==> config.mk <==
export PLATFORM = sky130hd
export DESIGN_NAME = spi_xfer_seq
export DESIGN_NICKNAME = d
export VERILOG_FILES = /design/src/rtl/spi_xfer_seq.sv
export SDC_FILE = /design/constraint.sdc
export NUM_CORES = 1
export LEC_CHECK = 0
export ABC_AREA = 1
export CORE_UTILIZATION = 30
export DETAILED_ROUTE_END_ITERATION = 8
export GPL_TIMING_DRIVEN = 0
export PLACE_DENSITY = 0.52
export SYNTH_ARGS = -nofsm -noshare
export SYNTH_HDL_FRONTEND = slang
export SYNTH_SLANG_ARGS = --single-unit
==> constraint.sdc <==
create_clock -name clk -period 6.43 [get_ports clk]
set_input_delay 0.9645 -clock clk [delete_from_list [all_inputs] [get_ports clk]]
set_output_delay 0.9645 -clock clk [all_outputs]
set_load 0.05 [all_outputs]
==> src/rtl/spi_xfer_seq.sv <==
// Command FIFO plus req/ack sequencer that frames each SPI-master transfer with cs_n.
// Optional request timeout/abort is enabled by defining SPI_XFER_SEQ_TIMEOUT_EN.
module spi_xfer_seq #(
    parameter int DEPTH       = 4,
    parameter int TIMEOUT_CYC = 65535
) (
    input  logic        clk,
    input  logic        rst,
    input  logic        cmd_valid,
    output logic        cmd_ready,
    input  logic        cmd_wr,
    input  logic        cmd_rd,
    input  logic [31:0] cmd_data,
    input  logic [7:0]  n_setup,
    input  logic [7:0]  n_hold,
    input  logic [7:0]  n_gap,
    output logic        m_wr_req,
    output logic        m_rd_req,
    output logic [31:0] m_wr_data,
    input  logic        m_ack,
    input  logic [31:0] m_rd_data,
    output logic        m_rst,
    output logic        cs_n,
    output logic        rsp_valid,
    input  logic        rsp_ready,
    output logic [31:0] rsp_data,
    output logic        rsp_err,
    output logic        busy
);
    localparam int AW = $clog2(DEPTH);

    typedef enum logic [2:0] {IDLE, SETUP, REQ, DROP, HOLD, GAP} state_t;

    // FIFO entry layout: {wr, rd, data}
    logic [33:0]   fifo_mem [DEPTH];
    logic [AW-1:0] wr_ptr_reg;
    logic [AW-1:0] rd_ptr_reg;
    logic [AW:0]   count_reg;
    logic [33:0]   head;
    logic          fifo_empty;
    logic          push;
    logic          pop;

    state_t     state_reg;
    logic [7:0] cnt_reg;
    logic       wr_reg;
    logic       rd_reg;

    state_t     post_state;
    logic [7:0] post_cnt;
    logic       post_cs_n;

    assign head       = fifo_mem[rd_ptr_reg];
    assign fifo_empty = (count_reg == '0);
    assign cmd_ready  = (count_reg != (AW+1)'(DEPTH));
    assign push       = cmd_valid && cmd_ready;
    // A read may only leave the FIFO once the response slot is free.
    assign pop        = (state_reg == IDLE) && !fifo_empty && !(head[32] && rsp_valid);
    assign busy       = (state_reg != IDLE) || !fifo_empty;

    always_ff @(posedge clk) begin
        if (push) begin
            fifo_mem[wr_ptr_reg] <= {cmd_wr, cmd_rd, cmd_data};
        end
    end

    always_ff @(posedge clk or posedge rst) begin
        if (rst) begin
            wr_ptr_reg <= '0;
            rd_ptr_reg <= '0;
            count_reg  <= '0;
        end else begin
            if (push) begin
                wr_ptr_reg <= wr_ptr_reg + AW'(1);
            end
            if (pop) begin
                rd_ptr_reg <= rd_ptr_reg + AW'(1);
            end
            if (push && !pop) begin
                count_reg <= count_reg + (AW+1)'(1);
            end else if (pop && !push) begin
                count_reg <= count_reg - (AW+1)'(1);
            end
        end
    end

    // Where the sequence goes once the master handshake is over (ack or abort).
    always_comb begin
        post_state = HOLD;
        post_cnt   = n_hold;
        post_cs_n  = 1'b0;
        if (n_hold == 8'd0) begin
            post_cs_n = 1'b1;
            if (n_gap == 8'd0) begin
                post_state = IDLE;
            end else begin
                post_state = GAP;
                post_cnt   = n_gap;
            end
        end
    end

`ifdef SPI_XFER_SEQ_TIMEOUT_EN
    logic [31:0] to_cnt_reg;
`endif

    always_ff @(posedge clk or posedge rst) begin
        if (rst) begin
            state_reg <= IDLE;
            cnt_reg   <= 8'd0;
            wr_reg    <= 1'b0;
            rd_reg    <= 1'b0;
            cs_n      <= 1'b1;
            m_wr_req  <= 1'b0;
            m_rd_req  <= 1'b0;
            m_wr_data <= 32'h0;
            rsp_valid <= 1'b0;
            rsp_data  <= 32'h0;
`ifdef SPI_XFER_SEQ_TIMEOUT_EN
            to_cnt_reg <= 32'h0;
            m_rst      <= 1'b0;
            rsp_err    <= 1'b0;
`endif
        end else begin
`ifdef SPI_XFER_SEQ_TIMEOUT_EN
            m_rst <= 1'b0;
`endif
            if (rsp_valid && rsp_ready) begin
                rsp_valid <= 1'b0;
            end
            case (state_reg)
                IDLE: begin
                    // Empty commands are popped and dropped without touching cs_n.
                    if (pop && (head[33] || head[32])) begin
                        wr_reg    <= head[33];
                        rd_reg    <= head[32];
                        cs_n      <= 1'b0;
                        m_wr_data <= head[31:0];
                        if (n_setup == 8'd0) begin
                            state_reg <= REQ;
                            m_wr_req  <= head[33];
                            m_rd_req  <= head[32];
`ifdef SPI_XFER_SEQ_TIMEOUT_EN
                            to_cnt_reg <= 32'h0;
`endif
                        end else begin
                            state_reg <= SETUP;
                            cnt_reg   <= n_setup;
                        end
                    end
                end
                SETUP: begin
                    if (cnt_reg == 8'd1) begin
                        state_reg <= REQ;
                        m_wr_req  <= wr_reg;
                        m_rd_req  <= rd_reg;
`ifdef SPI_XFER_SEQ_TIMEOUT_EN
                        to_cnt_reg <= 32'h0;
`endif
                    end else begin
                        cnt_reg <= cnt_reg - 8'd1;
                    end
                end
                REQ: begin
                    if (m_ack) begin
                        m_wr_req  <= 1'b0;
                        m_rd_req  <= 1'b0;
                        state_reg <= DROP;
                        if (rd_reg) begin
                            rsp_valid <= 1'b1;
                            rsp_data  <= m_rd_data;
`ifdef SPI_XFER_SEQ_TIMEOUT_EN
                            rsp_err   <= 1'b0;
`endif
                        end
                    end
`ifdef SPI_XFER_SEQ_TIMEOUT_EN
                    else if (to_cnt_reg == 32'(TIMEOUT_CYC - 1)) begin
                        // Abort: kick the master and skip DROP, ack is never coming.
                        m_wr_req  <= 1'b0;
                        m_rd_req  <= 1'b0;
                        m_rst     <= 1'b1;
                        state_reg <= post_state;
                        cnt_reg   <= post_cnt;
                        cs_n      <= post_cs_n;
                        if (rd_reg) begin
                            rsp_valid <= 1'b1;
                            rsp_data  <= 32'h0;
                            rsp_err   <= 1'b1;
                        end
                    end else begin
                        to_cnt_reg <= to_cnt_reg + 32'd1;
                    end
`endif
                end
                DROP: begin
                    if (!m_ack) begin
                        state_reg <= post_state;
                        cnt_reg   <= post_cnt;
                        cs_n      <= post_cs_n;
                    end
                end
                HOLD: begin
                    if (cnt_reg == 8'd1) begin
                        cs_n <= 1'b1;
                        if (n_gap == 8'd0) begin
                            state_reg <= IDLE;
                        end else begin
                            state_reg <= GAP;
                            cnt_reg   <= n_gap;
                        end
                    end else begin
                        cnt_reg <= cnt_reg - 8'd1;
                    end
                end
                GAP: begin
                    if (cnt_reg == 8'd1) begin
                        state_reg <= IDLE;
                    end else begin
                        cnt_reg <= cnt_reg - 8'd1;
                    end
                end
                default: state_reg <= IDLE;
            endcase
        end
    end

`ifndef SPI_XFER_SEQ_TIMEOUT_EN
    // Without the abort path there is no master reset and no error response;
    // TIMEOUT_CYC stays in the parameter list so both builds instantiate alike.
    assign m_rst   = (TIMEOUT_CYC < 0);
    assign rsp_err = 1'b0;
`endif

endmodule

Word-level counts from Yosys, hierarchy flattened
Memories as Yosys holds them, arrays and structs flattened.
Index checks and enable logic that the tools add are counted.
{ "word_totals": {"ff_bits": 88, "mem_bits_rw": 136, "inputBits": 95, "out_inout_bits": 72, "memories": 1} }
{ "mem_list": {"columns": ["memory", "words", "width", "rd", "rd_clocked_by_memory_dff", "wr", "line", "text"], "rows": [
  ["fifo_mem", 4, 34, 1, 0, 1, "35", "logic [33:0] fifo_mem [DEPTH];"]
]} }
{ "classes": {"addsub": 5, "eq_ne": 17, "mux": 41, "n_reduce_logical": 31} }
{ "ops": {"columns": ["operator", "count"], "rows": [
  ["$mux W8", 8],
  ["$pmux W8 S4", 1],
  ["$mux W3", 10],
  ["$logic_not A8 Y1", 3],
  ["$pmux W3 S6", 1],
  ["$mux W1", 17],
  ["$ne A2 B2 Y1 const B", 7],
  ["$reduce_and A6 Y1", 2],
  ["$pmux W1 S3", 3],
  ["$reduce_bool A3 Y1", 3],
  ["$eq A8 B1 Y1 const B", 1],
  ["$logic_and A1 B1 Y1", 8],
  ["$sub A8 B1 Y8 const B", 1],
  ["$eq A3 B2 Y1 const B", 2],
  ["$eq A3 B3 Y1 const B", 2],
  ["$logic_not A3 Y1", 2],
  ["$ne A3 B3 Y1 const B", 2],
  ["$reduce_and A5 Y1", 1],
  ["$add A2 B1 Y2 const B", 2],
  ["$logic_not A1 Y1", 4],
  ["$ne A2 B1 Y1 const B", 2],
  ["$reduce_and A4 Y1", 1],
  ["$reduce_bool A4 Y1", 1],
  ["$add A3 B1 Y3 const B", 1],
  ["other kinds (8)", 9]
]} }

Logic depth before layout (Yosys ltp)
Gate-level depths: netlist (run 1).
{ "logic_depth": {"depth_word": 7, "mapped_depth": 12} }

Worst setup path after synthesis (run 1)
Ideal clock, no wire load.
{ "synth_path": {"kind": "in2reg", "startpoint": "input port cmd_valid", "endpoint": "memory fifo_mem[0][0] (enable)", "t_arrival_ns": 2.572, "required_time_ns": 6.005, "setup_slack_ns": 3.433, "stages": 2, "path_buffers": 0, "cell_sequence": "nand2_1 nor2_1"} }
{ "synth_via": {"elab_chain_cells": 3} }
{ "synth_lines": {"columns": ["element", "line", "text"], "rows": [
  ["start, declared", "9", "input logic cmd_valid,"],
  ["$logic_and A1 B1 Y1", "56", "assign push = cmd_valid && cmd_ready;"],
  ["$mux W1", "62", "if (push) begin"],
  ["$mux W1 (implied by the code)", "63", "fifo_mem[wr_ptr_reg] <= {cmd_wr, cmd_rd, cmd_data};"],
  ["end, declared", "35", null]
]} }
Every way passes these cells.

Worst setup path in the final report (run 1)
{ "layout_path": {"startpoint": "register state_reg[1]", "endpoint": "output port busy"} }
{ "layout_via": {"elab_chain_cells": 2} }
{ "layout_lines": {"columns": ["element", "line", "text"], "rows": [
  ["start, declared", "44", "state_t state_reg;"],
  ["start signal, assigned", "198", "state_reg <= post_state;"],
  ["$reduce_bool A3 Y1", "59", "assign busy = (state_reg != IDLE) || !fifo_empty;"],
  ["$logic_or A1 B1 Y1", "59", null],
  ["end, declared", "28", "output logic busy"]
]} }
Every way passes these cells.

==> run summary, run 1 <==
## Critical path
* **Worst Path Arrival** 2.39 ns
* **launching element type of the critical path** register
* **Crit. End Element** primary output
* **crit path to** busy
* **number of cell instances on the worst register-to-register path** 8
* **minimum setup slack among reg-to-reg paths** 4.12 ns
* **CP Data Required Time** 5.47 ns
* **reg-to-reg endpoint** count_reg[1]
* **reg-to-reg startpoint** count_reg[0]
* **type of the worst setup path** register to primary output
* **first element of the critical path** state_reg[1]
* **maximum fanout along the worst path** 9

## Logic synthesis
* **cell taking the most area after synthesis** sky130_fd_sc_hd__edfxtp_1
* **main flop type after synthesis** sky130_fd_sc_hd__edfxtp_1
* **number of distinct library cell variants in the gate-level netlist after synthesis** 38
* **number of enable-type register cells in the synthesized netlist** 136
* **post-synthesis sequential area ratio** 0.670
* **count of mapped cells out of synthesis** 823
* **Synth Area per Inst** 11.4 um^2
* **Post-Synthesis Cell Area** 0.00938 mm^2
* **Synth top area share** 0.435
* **register bit total from synthesis** 224
* **share of synthesized flip-flops with an asynchronous set or reset** 0.393
* **total number of yosys warnings** 0
* **cells taking the most area after synthesis** sky130_fd_sc_hd__edfxtp_1 (44%), sky130_fd_sc_hd__dfrtp_1 (23%), sky130_fd_sc_hd__nand2_1 (7.6%)

## Pwr
* **power density relative to cell area** 287 mW/mm^2
* **static leakage power** 0.00506 uW
* **overall power consumption** 3580 uW
* **peak supply drop** 0.176 mV

## Floorplan
* **overall die area** 0.0320 mm^2
* **Core Area** 0.0307 mm^2
* **Initial Utilization** 0.306
* **Die H** 179 um
* **Placement Rows** 64
* **Die X-Extent** 179 um
* **I/O pins** 167

## Clock tree
* **Longest Clk Path Bufs** 3
* **buffers inserted by post-CTS timing repair** 0
* **number of instances resized during post-cts repair** 0
* **Sinks on Clock Net** 224
* **clock transition at the register clock pins on the worst setup and hold paths after CTS** 0.06 ns
* **clock tree root buffer cell** sky130_fd_sc_hd__clkbuf_16
* **CTS hold repair buffers** 0
* **number of clock buffers inserted by TritonCTS** 25
* **clock latency reported for the late side of the worst-skew pair** 0.54 ns
* **# H-tree levels** 1
* **CTS tree** done

## Min path
* **Hold WC Path Type** register to register

## Place
* **buffers added on ports** 164
* **Place WS** 3.39 ns
* **placed wire-length estimate after detailed placement** 15,700 um
* **Final GP Congestion** 0.803
* **Placement Cell Area** 0.0117 mm^2

## Global routing
* **number of antenna violations at the first check in global routing** 3
* **global route overflow** 0
* **number of global-route vias before repair** 6,510
* **wire length of the first global-routing pass** 36,100 um
* **largest net degree at the start of global routing** 59
* **total global-route track usage** 0.146

## Layout
* **growth of design area from synthesis to finish** 33.2%
* **fraction of layout instances using a drive strength above 1** 0.123
* **most frequent cells in the layout** sky130_fd_sc_hd__nand2_1 (190), sky130_fd_sc_hd__clkdlybuf4s50_1 (164), sky130_fd_sc_hd__edfxtp_1 (136)
* **number of flip-flops under the largest register name** 136
* **area of all sequential standard cells** 0.00629 mm^2
* **Design Area, Final** 0.0125 mm^2
* **largest registers** fifo_mem (136), m_wr_data (32), rsp_data (32)
* **count of nets after finishing** 1,123
* **multi-input logic area** 0.00279 mm^2
* **leading cell type in the layout, fill and taps excluded** sky130_fd_sc_hd__nand2_1
* **final-layout fill cell count** 2,951
* **Most flops, register** fifo_mem

## Run
* **number of violations of the max-capacitance limit** 0

## Detailed routing
* **detailed router's first-iteration violation count** 375
* **via count of the routed design** 6,507
* **per-cell routed wire length** 16.3 um
* **ratio of routed vias to standard cells** 4.53
* **drt total wl** 23,400 um
* **remaining design rule violation count** 0
* **remaining antenna violation count after routing** 0
* **iteration count of the initial detailed-routing pass** 5

## STA
* **Post-Route Setup TNS** 0 ns
* **portion of the clock cycle consumed by the worst path in the final layout** 0.521
* **max_slew headroom** 0.526
* **final setup violation count** 0
* **count of pins over their slew limit** 0
* **Max Clk Rate** 0.298 GHz
* **count of final hold-check violations** 0
* **final critical path time including I/O delays and setup** 3.35 ns
* **unrepaired setup endpoints after global routing** false
* **Worst Tran Pin Value** 0.709 ns
* **post-route clock skew** 0.0216 ns
* **post-route worst setup slack** 3.08 ns

## Outcome
* **result of the run** finished clean

-- cells in the mapped netlist, types with 5 or more instances --
cell,n
sky130_fd_sc_hd__a21oi_1,12
sky130_fd_sc_hd__buf_2,6
sky130_fd_sc_hd__buf_4,5
sky130_fd_sc_hd__buf_6,5
sky130_fd_sc_hd__clkbuf_1,18
sky130_fd_sc_hd__dfrtp_1,87
sky130_fd_sc_hd__edfxtp_1,136
sky130_fd_sc_hd__ha_1,7
sky130_fd_sc_hd__inv_1,32
sky130_fd_sc_hd__inv_2,5
sky130_fd_sc_hd__mux2_2,33
sky130_fd_sc_hd__nand2_1,190
sky130_fd_sc_hd__nand3_1,19
sky130_fd_sc_hd__nand3_2,6
sky130_fd_sc_hd__nor2_1,109
sky130_fd_sc_hd__o21ai_0,78
sky130_fd_sc_hd__o21ai_1,6
sky130_fd_sc_hd__o22ai_1,32
-- cells by family (layout without fill, tap and decap cells) --
family,Yosys count,count (layout),synth area share
simple gates,347,347,0.160
flops,224,224,0.670
compound gates,130,130,0.0751
buf+inv,72,287,0.0359
mux,33,33,0.0396
fa+ha+maj,8,8,0.0115
xor+xnor,8,8,0.00747
other cells,1,4,0.000400
-- worst min path at each step --
stage / from / endpoint / slack (ns) / depth (start not counted)
2_1_floorplan: cnt_reg[1] / cnt_reg[1] / 0.45 / 2
3_3_place_gp: m_wr_data[9] / m_wr_data[9] / 0.47 / 2
3_5_place_dp: m_wr_data[10] / m_wr_data[10] / 0.46 / 2
4_1_cts: cnt_reg[1] / cnt_reg[1] / 0.48 / 2
5_1_grt: m_wr_data[19] / m_wr_data[19] / 0.50 / 2
6_report: m_wr_data[23] / m_wr_data[23] / 0.48 / 2
-- critical path, cell delays in order, from the launching register on --
cell and delay, ns:
sky130_fd_sc_hd__dfrtp_1 0.31, sky130_fd_sc_hd__buf_2 0.21, sky130_fd_sc_hd__inv_2 0.11, sky130_fd_sc_hd__nand2_1 0.16, sky130_fd_sc_hd__inv_1 0.12, sky130_fd_sc_hd__nand2_1 0.09, sky130_fd_sc_hd__clkdlybuf4s50_1 0.85
-- metrics by stage --
| stage | std cells | utilization | hold slack (ns) |
|---|---|---|---|
| final | 1437 | 0.407 | 0.476 |
| after global routing | 1435 | 0.407 | 0.497 |
| after CTS | 1435 | 0.407 | 0.482 |
| after detailed placement | 1389 | 0.380 | 0.464 |
| after global placement | 1384 | 0.376 | 0.467 |
| after floorplan | 824 | - | 0.449 |
-- power by group --
group	switching (uW)	internal [uW]
Combinational	239	149
Clock	579	834
Sequential	45.2	1740
-- cell type report --
type                            instances  share of cell area
Timing Repair Buffer                  169               0.141
Buffer                                 34              0.0153
Antenna cell                            2            0.000401
Sequential cell                       224               0.503
Inverter                               38              0.0118
Tap cell                              396              0.0397
Clock buffer                           33              0.0549
Multi-Input combinational cell        528               0.223
Clock inverter                         13              0.0105
-- routing by layer --
metal  global-route usage  wire length, um
met4               0.0343              420
met3               0.0324             1700
met1                0.195            10700
met2                0.242            10500
met5                    0               11
No activity file was read; power rests on OpenSTA's default activity.
==> run 2: changes to the inputs <==
Settings changed: PLACE_DENSITY 0.52 to 0.54.
Clock period 6.43 ns to 3 ns, I/O delays scaled along.
==> run 2 against run 1 <==
Effect of this change:
- clock-buffer cell count is 1 lower
- first-iteration DRC count fell by 11%
- largest power group unchanged
- flip-flop and latch count is the same
- sequential share of layout area about the same
- non-clock buffer count is the same
- worst setup slack got worse by 2.9 ns
==> run summary, run 2 (synthesis gave the netlist of run 1 again) <==
## STA
* **final critical path time including I/O delays and setup** 2.86 ns
* **final worst hold slack** 0.337 ns
* **final setup violation count** 0
* **portion of the clock cycle consumed by the worst path in the final layout** 0.954
* **count of final hold-check violations** 0
* **post-route clock skew** 0.0267 ns
* **unrepaired setup endpoints after global routing** false
* **max_slew headroom** 0.585
* **Post-Route Setup TNS** 0 ns
* **Worst Tran Pin Value** 0.620 ns
* **post-route worst setup slack** 0.139 ns
* **count of pins over their slew limit** 0
* **Max Clk Rate** 0.350 GHz

## Layout
* **area of all sequential standard cells** 0.00629 mm^2
* **growth of design area from synthesis to finish** 33.2%
* **most frequent cells in the layout** sky130_fd_sc_hd__nand2_1 (190), sky130_fd_sc_hd__clkdlybuf4s50_1 (164), sky130_fd_sc_hd__edfxtp_1 (136)
* **count of nets after finishing** 1,123
* **Most flops, register** fifo_mem
* **multi-input logic area** 0.00279 mm^2
* **leading cell type in the layout, fill and taps excluded** sky130_fd_sc_hd__nand2_1
* **final-layout fill cell count** 2,962
* **fraction of layout instances using a drive strength above 1** 0.125
* **Design Area, Final** 0.0125 mm^2
* **Final Core Density** 0.407
* **number of flip-flops under the largest register name** 136
* **largest registers** fifo_mem (136), m_wr_data (32), rsp_data (32)

## Floorplan
* **I/O pins** 167
* **Initial Utilization** 0.306
* **overall die area** 0.0320 mm^2
* **Core Area** 0.0307 mm^2
* **Die H** 179 um
* **Die X-Extent** 179 um
* **Placement Rows** 64

## Pwr
* **static leakage power** 0.00505 uW
* **fraction of power spent switching nets** 0.243
* **power density relative to cell area** 615 mW/mm^2
* **peak supply drop** 0.391 mV
* **Logic pwr share** 0.108
* **net switching power of the design** 1870 uW
* **clock network fraction of design power** 0.395
* **Internal Dissipation** 5810 uW
* **share of power burned in registers** 0.497

## Critical path
* **maximum fanout along the worst path** 9
* **Worst Path Buf+Inv** 4
* **cell repeated most along the worst path** sky130_fd_sc_hd__nand2_1
* **launching element type of the critical path** register
* **worst stage delay on the critical path** 0.84 ns
* **Crit. End Element** primary output
* **type of the worst setup path** register to primary output
* **Slowest-stage cell, CP** sky130_fd_sc_hd__clkdlybuf4s50_1
* **Worst Path Arrival** 2.41 ns
* **CP Data Required Time** 2.55 ns
* **minimum setup slack among reg-to-reg paths** 0.70 ns
* **worst path cell trace** buf_2 > inv_2 > nand2_1 > inv_1 > nand2_1 > clkdlybuf4s50_1
* **cell class contributing the biggest share of worst-path delay** buffers and inverters

## Clock tree
* **Longest Clk Path Bufs** 3
* **buffers inserted by post-CTS timing repair** 0
* **Sinks on Clock Net** 224
* **# H-tree levels** 1
* **CTS tree** done
* **number of instances resized during post-cts repair** 0
* **clock transition at the register clock pins on the worst setup and hold paths after CTS** 0.06 ns
* **clock tree root buffer cell** sky130_fd_sc_hd__clkbuf_16
* **CTS hold repair buffers** 0
* **number of clock buffers inserted by TritonCTS** 25
* **clock latency reported for the late side of the worst-skew pair** 0.54 ns

## Run
* **number of violations of the max-capacitance limit** 0

## Detailed routing
* **ratio of routed vias to standard cells** 4.60
* **iteration count of the initial detailed-routing pass** 5
* **per-cell routed wire length** 16.6 um
* **remaining antenna violation count after routing** 0
* **remaining design rule violation count** 0
* **detailed router's first-iteration violation count** 333
* **drt total wl** 23,800 um
* **via count of the routed design** 6,602

## Min path
* **Hold WC Path Type** input port to async pin

## Global routing
* **number of global-route vias before repair** 6,619
* **total global-route track usage** 0.149
* **number of antenna violations at the first check in global routing** 1
* **largest net degree at the start of global routing** 53
* **global route overflow** 0
* **wire length of the first global-routing pass** 36,800 um

## Place
* **Placement Cell Area** 0.0117 mm^2
* **buffers added on ports** 164
* **placed wire-length estimate after detailed placement** 15,800 um
* **Place WS** 0.445 ns
* **Final GP Congestion** 0.853

## Outcome
* **result of the run** finished clean

==> run 2: path summary, 6_finish.rpt <==
path                                     from       endpoint  cells past startpoint
worst min register to register  m_wr_data[18]  m_wr_data[18]                      2
max in group asynchronous                 rst           cs_n                      3
worst max register to register   count_reg[0]   count_reg[1]                      8
min in group clk                m_wr_data[18]  m_wr_data[18]                      2
worst min-delay path                      rst  m_wr_data[16]                      2
worst max-delay path             state_reg[1]           busy                      6
==> run 2: layer usage <==
metal	track usage	wire [um]	vias up
met1	0.199	10800	3159
met2	0.248	11100	208
met4	0.0385	333	0
met3	0.0282	1600	27
met5	0	0	-
li1	-	-	3208
==> run 2: power groups by stage <==
stage          sequential (uW)  combinational (uW)  clock, uW
6_report                  3820                 826       3030
5_1_grt                   3850                 919       3270
4_1_cts                   3820                 853       3140
3_5_place_dp              3880                 850          0
3_3_place_gp              3920                 715          0
2_1_floorplan             3880                 401          0
==> run 2: final cells by class <==
class,instances,share of cell area
tap,396,0.0397
inverter,38,0.0118
clock inverter,14,0.0121
clock buffer,32,0.0538
buffer,34,0.0153
sequential,224,0.503
antenna,1,0.000200
timing repair buffer,169,0.141
multi-input combinational,528,0.223
==> run 2: metrics by stage <==
stage          cells  power (uW)
5_1_grt         1435        8040
4_1_cts         1435        7810
3_5_place_dp    1389        4730
6_report        1436        7680
3_3_place_gp    1384        4630
2_1_floorplan    824        4280
==> run 3: changes to the inputs <==
Settings changed: CORE_MARGIN set to 4, SLEW_MARGIN set to 10.
==> run 3 against run 2 <==
Effect of this change:
- global-route usage shrank 1.1 points
- clock skew fell by 0.0090 ns
- sequential power barely moved
- power is 1.2% higher
- clock-buffer cell count is 1 lower
- design area increased by 0.47%
- worst setup slack better by 0.069 ns
- clock power is 2% higher
- routed wire length up 1.2%
- utilization is 0.085 points higher
- largest power group unchanged
==> run summary, run 3 (synthesis gave the netlist of run 1 again) <==
## Layout
* **count of nets after finishing** 1,124
* **Most flops, register** fifo_mem
* **Final Core Density** 0.408
* **most frequent cells in the layout** sky130_fd_sc_hd__nand2_1 (190), sky130_fd_sc_hd__clkdlybuf4s50_1 (164), sky130_fd_sc_hd__edfxtp_1 (136)
* **multi-input logic area** 0.00279 mm^2
* **leading cell type in the layout, fill and taps excluded** sky130_fd_sc_hd__nand2_1
* **filler-free cell count of the finished design** 1,436
* **number of flip-flops under the largest register name** 136
* **final-layout fill cell count** 3,009
* **largest registers** fifo_mem (136), m_wr_data (32), rsp_data (32)
* **growth of design area from synthesis to finish** 33.8%
* **area of all sequential standard cells** 0.00629 mm^2
* **fraction of layout instances using a drive strength above 1** 0.126

## Critical path
* **type of the worst setup path** register to primary output
* **number of cell instances on the worst register-to-register path** 9
* **Crit. End Element** primary output
* **maximum fanout along the worst path** 9
* **CP Data Required Time** 2.55 ns
* **reg-to-reg endpoint** count_reg[1]
* **crit path to** busy
* **minimum setup slack among reg-to-reg paths** 0.73 ns
* **first element of the critical path** state_reg[1]
* **reg-to-reg startpoint** rd_ptr_reg[1]
* **Worst Path Arrival** 2.34 ns
* **launching element type of the critical path** register

## Pwr
* **fraction of power spent switching nets** 0.239
* **Logic pwr share** 0.111
* **share of power burned in registers** 0.491
* **clock network fraction of design power** 0.397
* **Internal Dissipation** 5910 uW
* **power density relative to cell area** 619 mW/mm^2
* **net switching power of the design** 1860 uW
* **static leakage power** 0.00507 uW
* **overall power consumption** 7770 uW
* **peak supply drop** 0.344 mV

## Place
* **Final GP Congestion** 0.815
* **Cells after DPL** 1,390
* **buffers added on ports** 164
* **Place WS** 0.515 ns
* **placed wire-length estimate after detailed placement** 16,700 um

## Clock tree
* **clock latency reported for the late side of the worst-skew pair** 0.53 ns
* **Longest Clk Path Bufs** 3
* **clock tree root buffer cell** sky130_fd_sc_hd__clkbuf_16
* **# H-tree levels** 1
* **Sinks on Clock Net** 224
* **clock transition at the register clock pins on the worst setup and hold paths after CTS** 0.06 ns
* **number of clock buffers inserted by TritonCTS** 25
* **number of instances resized during post-cts repair** 0
* **CTS hold repair buffers** 0
* **CTS tree** done
* **buffers inserted by post-CTS timing repair** 0

## STA
* **final critical path time including I/O delays and setup** 2.79 ns
* **Max Clk Rate** 0.358 GHz
* **post-route clock skew** 0.0177 ns
* **Worst Tran Pin Value** 0.741 ns
* **count of pins over their slew limit** 0
* **final worst hold slack** 0.392 ns
* **post-route worst setup slack** 0.208 ns
* **count of final hold-check violations** 0
* **final setup violation count** 0
* **unrepaired setup endpoints after global routing** false
* **portion of the clock cycle consumed by the worst path in the final layout** 0.931
* **max_slew headroom** 0.505

## Global routing
* **number of antenna violations at the first check in global routing** 1
* **number of global-route vias before repair** 6,659
* **global route overflow** 0
* **total global-route track usage** 0.138
* **largest net degree at the start of global routing** 47
* **wire length of the first global-routing pass** 37,400 um

## Floorplan
* **Die H** 185 um
* **Die X-Extent** 185 um
* **overall die area** 0.0342 mm^2
* **Core Area** 0.0307 mm^2
* **Placement Rows** 64
* **I/O pins** 167
* **Initial Utilization** 0.305

## Detailed routing
* **detailed router's first-iteration violation count** 314
* **via count of the routed design** 6,579
* **drt total wl** 24,100 um
* **per-cell routed wire length** 16.8 um
* **remaining antenna violation count after routing** 0
* **remaining design rule violation count** 0
* **ratio of routed vias to standard cells** 4.58
* **iteration count of the initial detailed-routing pass** 5

## Run
* **number of violations of the max-capacitance limit** 0

## Min path
* **Hold WC Path Type** input port to async pin

## Outcome
* **result of the run** finished clean

run 3: worst min path at each step:
stage / from / end / cells past startpoint
finish: rst / rsp_data[14] / 2
global route: rst / rsp_data[27] / 2
CTS: rst / rsp_data[13] / 2
detailed placement: m_wr_data[22] / m_wr_data[22] / 2
global placement: cnt_reg[1] / cnt_reg[1] / 2
floorplan: cnt_reg[1] / cnt_reg[1] / 2
run 3: layout make-up:
type,count,share of cell area
Antenna cell,1,0.000199
Buffer,34,0.0153
Clock buffer,31,0.0532
Clock inverter,14,0.0131
Inverter,38,0.0118
Multi-Input combinational cell,528,0.222
Sequential cell,224,0.501
Tap cell,396,0.0395
Timing Repair Buffer,170,0.144
run 3: per-layer routing:
layer | track usage | vias up | part of all wire
met1 | 0.190 | 3127 | 0.46
met5 | 0 | - | 0.00054
li1 | - | 3210 | -
met2 | 0.227 | 216 | 0.46
met3 | 0.0316 | 24 | 0.069
met4 | 0.0279 | 2 | 0.014
run 3: through the flow:
step                      setup TNS [ns]  instance area [um^2]
final                                  0                 12600
after global routing                   0                 12500
after CTS                              0                 12500
after detailed placement               0                 11700
after global placement           -317.63                 11500
after floorplan                        0                  9380
run 3: critical path, cell delays in order (launching register included):
cell and delay [ns]:
sky130_fd_sc_hd__dfrtp_1 0.31, sky130_fd_sc_hd__buf_2 0.21, sky130_fd_sc_hd__inv_2 0.11, sky130_fd_sc_hd__nand2_1 0.16
sky130_fd_sc_hd__inv_1 0.12, sky130_fd_sc_hd__nand2_1 0.11, sky130_fd_sc_hd__clkdlybuf4s50_1 0.80
run 3: power groups by stage:
stage	clock network, uW	logic (uW)	registers [uW]
after floorplan	0	401	3880
after global placement	0	721	3910
after detailed placement	0	891	3880
after CTS	3180	893	3820
after global routing	3330	951	3850
final	3090	863	3820
